`src/rtl/cache_arbiter.sv`:
```
// ---------------------------------------------------------------------------
// cache_arbiter
//   Shares one physical-memory port between an I-cache (line fills only) and a
//   D-cache (line fills and writebacks). One transaction is in flight at a
//   time. When both caches request in the same cycle, the cache that was not
//   granted most recently wins.
//
//   Handshake: a cache raises read/write and holds it until it sees its resp
//   pulse. The arbiter raises a pmem strobe the cycle after the grant and holds
//   it until pmem_resp. resp to the cache is combinational with pmem_resp and
//   lasts one cycle. A RECOVER cycle follows, so the cache can drop its request
//   before the next arbitration.
//
// Ports
//   clk, rst              clock, asynchronous active-high reset
//   icache_read           I-cache fill request
//   icache_address        I-cache line address
//   icache_rdata/resp     I-cache fill data / completion pulse
//   dcache_read/write     D-cache fill / writeback request (both high = write)
//   dcache_address/wdata  D-cache line address / writeback data
//   dcache_rdata/resp     D-cache fill data / completion pulse
//   pmem_read/write       memory strobes, held until pmem_resp
//   pmem_address/wdata    memory address / write data (from latched copies)
//   pmem_rdata/resp       memory read data / completion
//   fsm_state             current state (0 IDLE, 1 SERVE_I, 2 SERVE_D, 3 RECOVER)
// ---------------------------------------------------------------------------
module cache_arbiter #(
    parameter int LINE_W = 256,
    parameter int ADDR_W = 32
) (
    input  logic              clk,
    input  logic              rst,
    input  logic              icache_read,
    input  logic [ADDR_W-1:0] icache_address,
    output logic [LINE_W-1:0] icache_rdata,
    output logic              icache_resp,
    input  logic              dcache_read,
    input  logic              dcache_write,
    input  logic [ADDR_W-1:0] dcache_address,
    input  logic [LINE_W-1:0] dcache_wdata,
    output logic [LINE_W-1:0] dcache_rdata,
    output logic              dcache_resp,
    output logic              pmem_read,
    output logic              pmem_write,
    output logic [ADDR_W-1:0] pmem_address,
    output logic [LINE_W-1:0] pmem_wdata,
    input  logic [LINE_W-1:0] pmem_rdata,
    input  logic              pmem_resp,
    output logic [1:0]        fsm_state
);

    typedef enum logic [1:0] {
        IDLE    = 2'd0,
        SERVE_I = 2'd1,
        SERVE_D = 2'd2,
        RECOVER = 2'd3
    } state_t;

    state_t state;
    state_t state_next;

    logic              last_grant_d;  // 1: D-cache was granted most recently
    logic              op_write;      // latched operation of the D transaction
    logic [ADDR_W-1:0] addr_q;
    logic [LINE_W-1:0] wdata_q;
    logic [LINE_W-1:0] rdata_q;

    logic i_req;
    logic d_req;
    logic grant_i;
    logic grant_d;

    assign i_req = icache_read;
    assign d_req = dcache_read | dcache_write;

    always_ff @(posedge clk or posedge rst) begin
        if (rst) begin
            state <= IDLE;
        end else begin
            state <= state_next;
        end
    end

    always_comb begin
        state_next  = state;
        grant_i     = 1'b0;
        grant_d     = 1'b0;
        pmem_read   = 1'b0;
        pmem_write  = 1'b0;
        icache_resp = 1'b0;
        dcache_resp = 1'b0;
        case (state)
            IDLE: begin
                // On a conflict D wins unless it was the last one granted.
                if (d_req && (!i_req || !last_grant_d)) begin
                    grant_d    = 1'b1;
                    state_next = SERVE_D;
                end else if (i_req) begin
                    grant_i    = 1'b1;
                    state_next = SERVE_I;
                end
            end
            SERVE_I: begin
                pmem_read = 1'b1;
                if (pmem_resp) begin
                    icache_resp = 1'b1;
                    state_next  = RECOVER;
                end
            end
            SERVE_D: begin
                pmem_read  = ~op_write;
                pmem_write = op_write;
                if (pmem_resp) begin
                    dcache_resp = 1'b1;
                    state_next  = RECOVER;
                end
            end
            RECOVER: begin
                state_next = IDLE;
            end
            default: begin
                state_next = IDLE;
            end
        endcase
    end

    always_ff @(posedge clk or posedge rst) begin
        if (rst) begin
            last_grant_d <= 1'b0;
            op_write     <= 1'b0;
            addr_q       <= '0;
            wdata_q      <= '0;
            rdata_q      <= '0;
        end else begin
            if (grant_d) begin
                addr_q       <= dcache_address;
                wdata_q      <= dcache_wdata;
                op_write     <= dcache_write;  // read+write together counts as write
                last_grant_d <= 1'b1;
            end else if (grant_i) begin
                addr_q       <= icache_address;
                op_write     <= 1'b0;
                last_grant_d <= 1'b0;
            end
            if (icache_resp || dcache_resp) begin
                rdata_q <= pmem_rdata;
            end
        end
    end

    // Fill data passes straight through on the response cycle, then the
    // captured copy is held until the next completion.
    assign icache_rdata = icache_resp ? pmem_rdata : rdata_q;
    assign dcache_rdata = dcache_resp ? pmem_rdata : rdata_q;
    assign pmem_address = addr_q;
    assign pmem_wdata   = wdata_q;
    assign fsm_state    = state;

endmodule

```
`config.mk`:
```
export PLATFORM = sky130hd
export DESIGN_NAME = cache_arbiter
export DESIGN_NICKNAME = d
export VERILOG_FILES = /design/src/rtl/cache_arbiter.sv
export SDC_FILE = /design/constraint.sdc
export NUM_CORES = 1
export LEC_CHECK = 0
export ABC_AREA = 1
export BUFFER_PORTS_ARGS = -buffer_cell sky130_fd_sc_hd__buf_4
export CORE_AREA = 2 2 538 540
export DETAILED_ROUTE_END_ITERATION = 16
export DIE_AREA = 0 0 540 542
export SLEW_MARGIN = 0
export SYNTH_ARGS = -nofsm -noshare
export SYNTH_HDL_FRONTEND = slang
export SYNTH_SLANG_ARGS = --single-unit
```
`constraint.sdc`:
```
create_clock -name clk -period 22.3 [get_ports clk]
set_clock_uncertainty 0.1 [all_clocks]
set_input_delay 3.345 -clock clk [delete_from_list [all_inputs] [get_ports clk]]
set_output_delay 3.345 -clock clk [all_outputs]
set_load 0.05 [all_outputs]
```
Yosys cells after proc, flatten, opt, wreduce, memory -nomap -nowiden
Cells that the tools add are included.
{"block": "word_totals", "wordCells": 43, "inputBits": 582, "regBits": 548}
{"block": "op_classes", "n_reduce_logical": 9, "bitwise_logic": 2, "mux": 21, "n_eq_ne": 5}
{"cell": "2-to-1 mux 256 bit", "count": 2}
{"cell": "2-to-1 mux 32 bit", "count": 2}
{"cell": "2-to-1 mux 1 bit", "count": 12}
{"cell": "2-to-1 mux 2 bit", "count": 3}
{"cell": "case mux 2 bit (3 select lines)", "count": 1}
{"cell": "equality test 2 bit, second input constant", "count": 2}
{"cell": "inequality test 3 bit, second input constant", "count": 1}
{"cell": "equality test 2 x 1 -> 1 bit, second input constant", "count": 1}
{"cell": "logical NOT 1 bit", "count": 2}
{"cell": "logical NOT 2 bit", "count": 1}
{"cell": "logical OR 1 bit", "count": 2}
{"cell": "inequality test 2 x 1 -> 1 bit, second input constant", "count": 1}
{"cell": "case mux 1 bit (2 select lines)", "count": 1}
{"cell": "AND reduction 2 bit", "count": 1}
{"cell": "nonzero test 2 bit", "count": 1}
{"cell": "OR reduction 2 bit", "count": 1}
{"cell": "logical AND 1 bit", "count": 1}
{"cell": "NOT 1 bit", "count": 1}
{"cell": "bitwise OR 1 bit", "count": 1}

Logic depth before layout (Yosys ltp)
Gate-level depths: netlist of run 1.
{"block": "depth", "depth_word": 7, "ltp_mapped": 8, "mapped_depth_nobuf": 8}

Worst setup path after synthesis of run 1
Ideal clock, no wire load.
{"block": "synth_timing", "kind": "input-to-output", "from": "in pmem_resp", "to": "out dcache_rdata[100]", "setup_slack_ps": 13960, "t_required_ps": 18855, "arrival_ps": 4895, "path_buffers": 2, "cell_stages": 4, "path_cell_list": "nand2_2 -> buf_2 -> clkbuf_1 -> o21ai_0"}
{"block": "synth_via", "elab_chain_len": 3}
{"item": "start, declared", "line_no": "48", "rtl": "input logic pmem_resp,"}
{"item": "2-to-1 mux 1 bit", "line_no": "113", "rtl": "if (pmem_resp) begin"}
{"item": "2-to-1 mux 1 bit", "line_no": "92", "rtl": "case (state)"}
{"item": "2-to-1 mux 256 bit", "line_no": "154", "rtl": "assign dcache_rdata = dcache_resp ? pmem_rdata : rdata_q;"}
{"item": "end, declared", "line_no": "41", "rtl": "output logic [LINE_W-1:0] dcache_rdata,"}
Every way passes these cells.

Worst setup path in the final report of run 1
{"block": "layout_timing", "from": "in pmem_resp", "to": "out dcache_rdata[158]"}
Same word-level chain as after synthesis.

==> flow_summary.yaml, run 1 <==
run_status:
  status: "complete, no violations"
drt:
  drc: 0
  dr_wl_met2_um: 90180
  viasPerCell: 3.361
  first_pass_iters: 5
  wl_per_cell_um: 23.22
  vias: 29300
  met1_length_um: 72420
  routed_wirelength_um: 202400
  ant_nets: 0
  top_layer_used: "met5"
  met3_length_um: 31030
  drt-initial-drc-count: 2271
placed_design:
  gp_congestion: 0.9863
  place_ws_ps: 12150
  port_buffers: 1387
  dp_hpwl_um: 172000
  dpl.cell_count: 8542
clock_tree:
  cts_setup_buffers: 0
  clkTransAtPathRegs_ps: 60
  hold_buffers: 0
  htreeDepth: 3
  insertion_delay_ps: 760
  numCtsBuffers: 78
  cts.sinks: 548
  cts_root_buf: "clkbuf_16"
  cts_tree: "yes"
  clk_path_buf_depth: 4
  post_cts_resized: 0
timing:
  slew_violations: 0
  tightest_slew_ps: 989.9
  setup_viol: 0
  fin_ws_ps: 12080
  setup-tns-final_ps: 0
  hold_violations: 0
  rsz0062_at_grt: "no"
  clock.fmax_mhz: 97.82
  fin_crit_ps: 10220
  fin_crit_sh_pct: 45.84
  slew_headroom_pct: 34.00
layout:
  drive_gt1_share_pct: 31.49
  layout.cells.non_filler: 8719
  syn2layout_area_growth_pct: 63.05
  fin_util_pct: 15.12
  nets: 5427
global_routing:
  track_usage_pct: 13.24
  grt_max_degree: 208
  grt_pass1_vias: 27070
  antenna_found_initial: 177
  grt_pass1_wl_um: 259500
  grt-ovfl-total: 0
floorplanning:
  die_area_um2: 292700
  die_w_um: 540
  num_rows: 197
  die_h_um: 542
  core_area_um2: 286900
  io_pins: 1388
  start_util_pct: 9.276
synthesis:
  syn_nets: 4173
  synth_area_leader_cell: "dfrtp_1"
  synth_warnings: 0
  synth-seq-area-share_pct: 51.53
  syn_area_um2: 26610
  synth_seq_cells: 548
  yosysTopAreaCellShare_pct: 51.53
  synth_edf_count: 0
  synth_flop_cell: "dfrtp_1"
  ys_types: 21
  synth_cells: 3587
  syn_avg_cell_area_um2: 7.419
  synth_xor_area_share_pct: 0
  synth_compound_area_share_pct: 14.53
  synth_top_family_by_area: "simple AND/OR/NAND/NOR gates"
  yosys.area_share.adder_pct: 0.1881
  async_flop_share_pct: 100.0
  synth_area_leaders: "dfrtp_1, nand2_1, o21ai_0, a21oi_1, inv_1"
  synth_mux_area_share_pct: 0
  synthSimpleGateAreaFrac_pct: 25.01
setup_path:
  critPathLaunchType: "input pin"
  crit_required_ps: 18860
  worstPathMaxFanout: 116
  cp.arrival_ps: 6780
  cp-end-kind: "primary output"
  critPathKind: "in -> out"
hold_path:
  min_path_type: "reg -> reg"
job:
  drv_cap: 0
[cells in the mapped netlist (12+ instances only)]
cell type     n
buf_4        20
nor2_1      258
clkbuf_1    102
o21ai_0     512
inv_1       300
buf_2       103
nand2_1    1390
buf_6        12
dfrtp_1     548
a21oi_1     257
nand3b_1     32
nand3_1      34
[placed cells by master (no fill, tap or decap)]
master	count
o22ai_1	1
diode_2	44
clkbuf_16	78
clkinvlp_4	2
nand2_2	2
nand2_8	3
or2_2	2
inv_2	1
nand2_1	1390
clkbuf_1	18
buf_4	1411
clkbuf_8	10
buf_12	3
dfrtp_1	548
nand3_4	1
a21boi_4	1
nor2_1	258
a21oi_1	257
inv_6	5
nand3_1	34
nand3b_1	32
clkinv_4	3
inv_1	299
inv_8	2
bufinv_16	3
clkinv_2	13
o21ai_0	512
clkinv_8	1
ha_1	4
[worst max-delay path, cell delays in order]
cell,delay [ps]
buf_4,160
nand2_8,300
buf_4,690
buf_4,680
buf_4,800
nand2_1,120
o21ai_0,150
buf_4,250
[final timing paths]
path | startpoint | endpoint | slack, ps | cells after the start
worst min register to register | pmem_wdata[70] | pmem_wdata[70] | 380 | 2
max in group asynchronous | rst | rdata_q[78] | 15610 | 6
worst max register to register | last_grant_d | pmem_wdata[88] | 17360 | 8
worst max-delay path | pmem_resp | dcache_rdata[158] | 12080 | 8
min in group asynchronous | rst | pmem_wdata[76] | 2590 | 2
worst min-delay path | pmem_wdata[70] | pmem_wdata[70] | 380 | 2
[flip-flops by register name (all words and copies together) (netlist names)]
register      flops
fsm_state         2
last_grant_d      1
op_write          1
pmem_address     32
pmem_wdata      256
rdata_q         256
[final cells by class]
class | instances | area [µm²]
clock buffers | 106 | 2157
inverters | 302 | 1149
repair buffers | 1414 | 10650
clock inverters | 27 | 256.5
fillers | 33000 | 243500
flip-flops and latches | 548 | 13710
multi-input cells | 2497 | 10620
diodes | 44 | 110.1
well taps | 3781 | 4731
[per-stage QoR]
step	cell area [µm²]	hold WS (ps)
after floorplan	26610	361.4
after global placement	40870	363.4
after detailed placement	40870	366.0
after CTS	43280	382.0
after global routing	43300	387.3
final	43390	379.3
[layer usage]
| metal | up-vias | global-route usage, % |
|---|---|---|
| met2 | 1503 | 21.07 |
| met3 | 432 | 9.316 |
| met4 | 142 | 4.404 |
| met1 | 13460 | 13.66 |
| li1 | 13770 | - |
| met5 | - | 0 |
[cell families after synthesis]
kind of cell	Yosys count
AO/OA/AOI/OAI	771
adder cells (fa/ha/maj)	4
buffers and inverters	542
flip-flops	548
AND/OR/NAND/NOR	1722
Power of run 1 is not shown: default switching activity piles up to over one toggle a cycle in this logic, so the estimate is an artifact.
==> run 2: changes to the inputs <==
--- a/config.mk
+++ b/config.mk
@@ -7,9 +7,9 @@
 export LEC_CHECK = 0
 export ABC_AREA = 1
 export BUFFER_PORTS_ARGS = -buffer_cell sky130_fd_sc_hd__buf_4
-export CORE_AREA = 2 2 538 540
+export CORE_AREA = 2 2 546 548
 export DETAILED_ROUTE_END_ITERATION = 16
-export DIE_AREA = 0 0 540 542
+export DIE_AREA = 0 0 548 550
 export SLEW_MARGIN = 0
 export SYNTH_ARGS = -nofsm -noshare
 export SYNTH_HDL_FRONTEND = slang
==> constraint.sdc (replaced) <==
create_clock -name clk -period 9.1 [get_ports clk]
set_clock_uncertainty 0.1 [all_clocks]
set_input_delay 1.365 -clock clk [delete_from_list [all_inputs] [get_ports clk]]
set_output_delay 1.365 -clock clk [all_outputs]
set_load 0.05 [all_outputs]
==> run 2 against run 1 <==
Against the previous run: utilization shrank 0.29 points; cell area rose by 1.0%; highest routed layer unchanged; largest cell class unchanged; via count about the same; setup slack worse by 8500 ps; worst hold slack got worse by 1.8 ps; non-clock buffer count rose by 3.
==> flow_summary.yaml, run 2 (same netlist as run 1, synthesis figures left out) <==
drt:
  routed_wirelength_um: 209900
  ant_nets: 0
  wl_per_cell_um: 23.62
  drt-initial-drc-count: 2260
  drc: 0
  viasPerCell: 3.296
  first_pass_iters: 5
  vias: 29290
floorplanning:
  core_area_um2: 295500
  start_util_pct: 9.005
  num_rows: 200
  die_w_um: 548
  die_area_um2: 301400
  die_h_um: 550
  io_pins: 1388
setup_path:
  worstPathMaxFanout: 89
  critPathKind: "reg -> out"
  crit_required_ps: 7640
  cp.arrival_ps: 4080
  critPathLaunchType: "register"
  cp-end-kind: "primary output"
timing:
  fin_crit_sh_pct: 60.96
  setup-tns-final_ps: 0
  slew_violations: 0
  slew_headroom_pct: 26.81
  fin_crit_ps: 5547
  setup_viol: 0
  hold_violations: 0
  tightest_slew_ps: 1098
  clock.fmax_mhz: 180.3
  rsz0062_at_grt: "no"
placed_design:
  port_buffers: 1387
  dp_hpwl_um: 177600
  gp_congestion: 0.9753
clock_tree:
  cts.sinks: 548
  htreeDepth: 3
  insertion_delay_ps: 790
  clk_path_buf_depth: 4
  clkTransAtPathRegs_ps: 60
  numCtsBuffers: 78
  cts_setup_buffers: 0
  cts_tree: "yes"
  cts_root_buf: "clkbuf_16"
  post_cts_resized: 0
  hold_buffers: 0
global_routing:
  grt_max_degree: 170
  grt_pass1_wl_um: 266500
  antenna_found_initial: 187
  grt_pass1_vias: 27110
  track_usage_pct: 13.27
  grt-ovfl-total: 0
hold_path:
  min_path_type: "reg -> reg"
layout:
  final_common_cell: "buf_4"
  nets: 5430
  drive_gt1_share_pct: 31.61
  layout_common_cells: "buf_4, nand2_1, dfrtp_1, o21ai_0, inv_1"
  syn2layout_area_growth_pct: 64.68
run_status:
  status: "complete, no violations"
job:
  drv_cap: 0
==> run 2: per-stage QoR <==
step	hold slack (ps)	setup slack, ps	cell area [µm²]	instances	utilization, %
2_1_floorplan	361.4	179.1	26620	3587	-
3_3_place_gp	363.8	3917	41140	8703	13.92
3_5_place_dp	365.8	3937	41140	8703	13.92
4_1_cts	381.8	3485	43700	8839	14.79
5_1_grt	397.8	3408	43730	8850	14.80
6_report	377.5	3553	43830	8888	14.83
==> run 2: critical path, stage by stage (launching register included) <==
cell	delay [ps]
dfrtp_1	420
inv_1	120
ha_1	450
nand2_8	350
buf_4	470
o21ai_0	900
buf_4	350
==> run 2: path summary, 6_finish.rpt <==
path	startpoint	end	slack [ps]	cells past startpoint
min in group asynchronous	rst	pmem_wdata[65]	710	2
max in group asynchronous	rst	rdata_q[6]	6100	4
hold reg to reg	pmem_wdata[248]	pmem_wdata[248]	380	2
setup reg to reg	fsm_state[0]	rdata_q[15]	4560	8
hold / removal	pmem_wdata[248]	pmem_wdata[248]	380	2
setup / recovery	fsm_state[0]	dcache_rdata[91]	3550	6
==> run 2: final cells by class <==
cell class	instances	area, µm²
clock inverters	27	334.1
clock buffers	109	2230
flip-flops and latches	548	13710
well taps	3939	4928
inverters	302	1145
repair buffers	1417	10740
diodes	49	122.6
fillers	33940	251700
multi-input cells	2497	10620
==> run 2: routing by layer <==
metal | part of all wire (%) | vias to the layer above | track usage [%] | wire length (µm)
li1 | - | 13810 | - | -
met1 | 34 | 13470 | 13.26 | 71240
met2 | 46 | 1414 | 21.60 | 95780
met3 | 17 | 433 | 9.845 | 35140
met4 | 3.2 | 164 | 3.610 | 6652
met5 | 0.52 | - | 0.6098 | 1087
Power of run 2 is left out for the same reason.
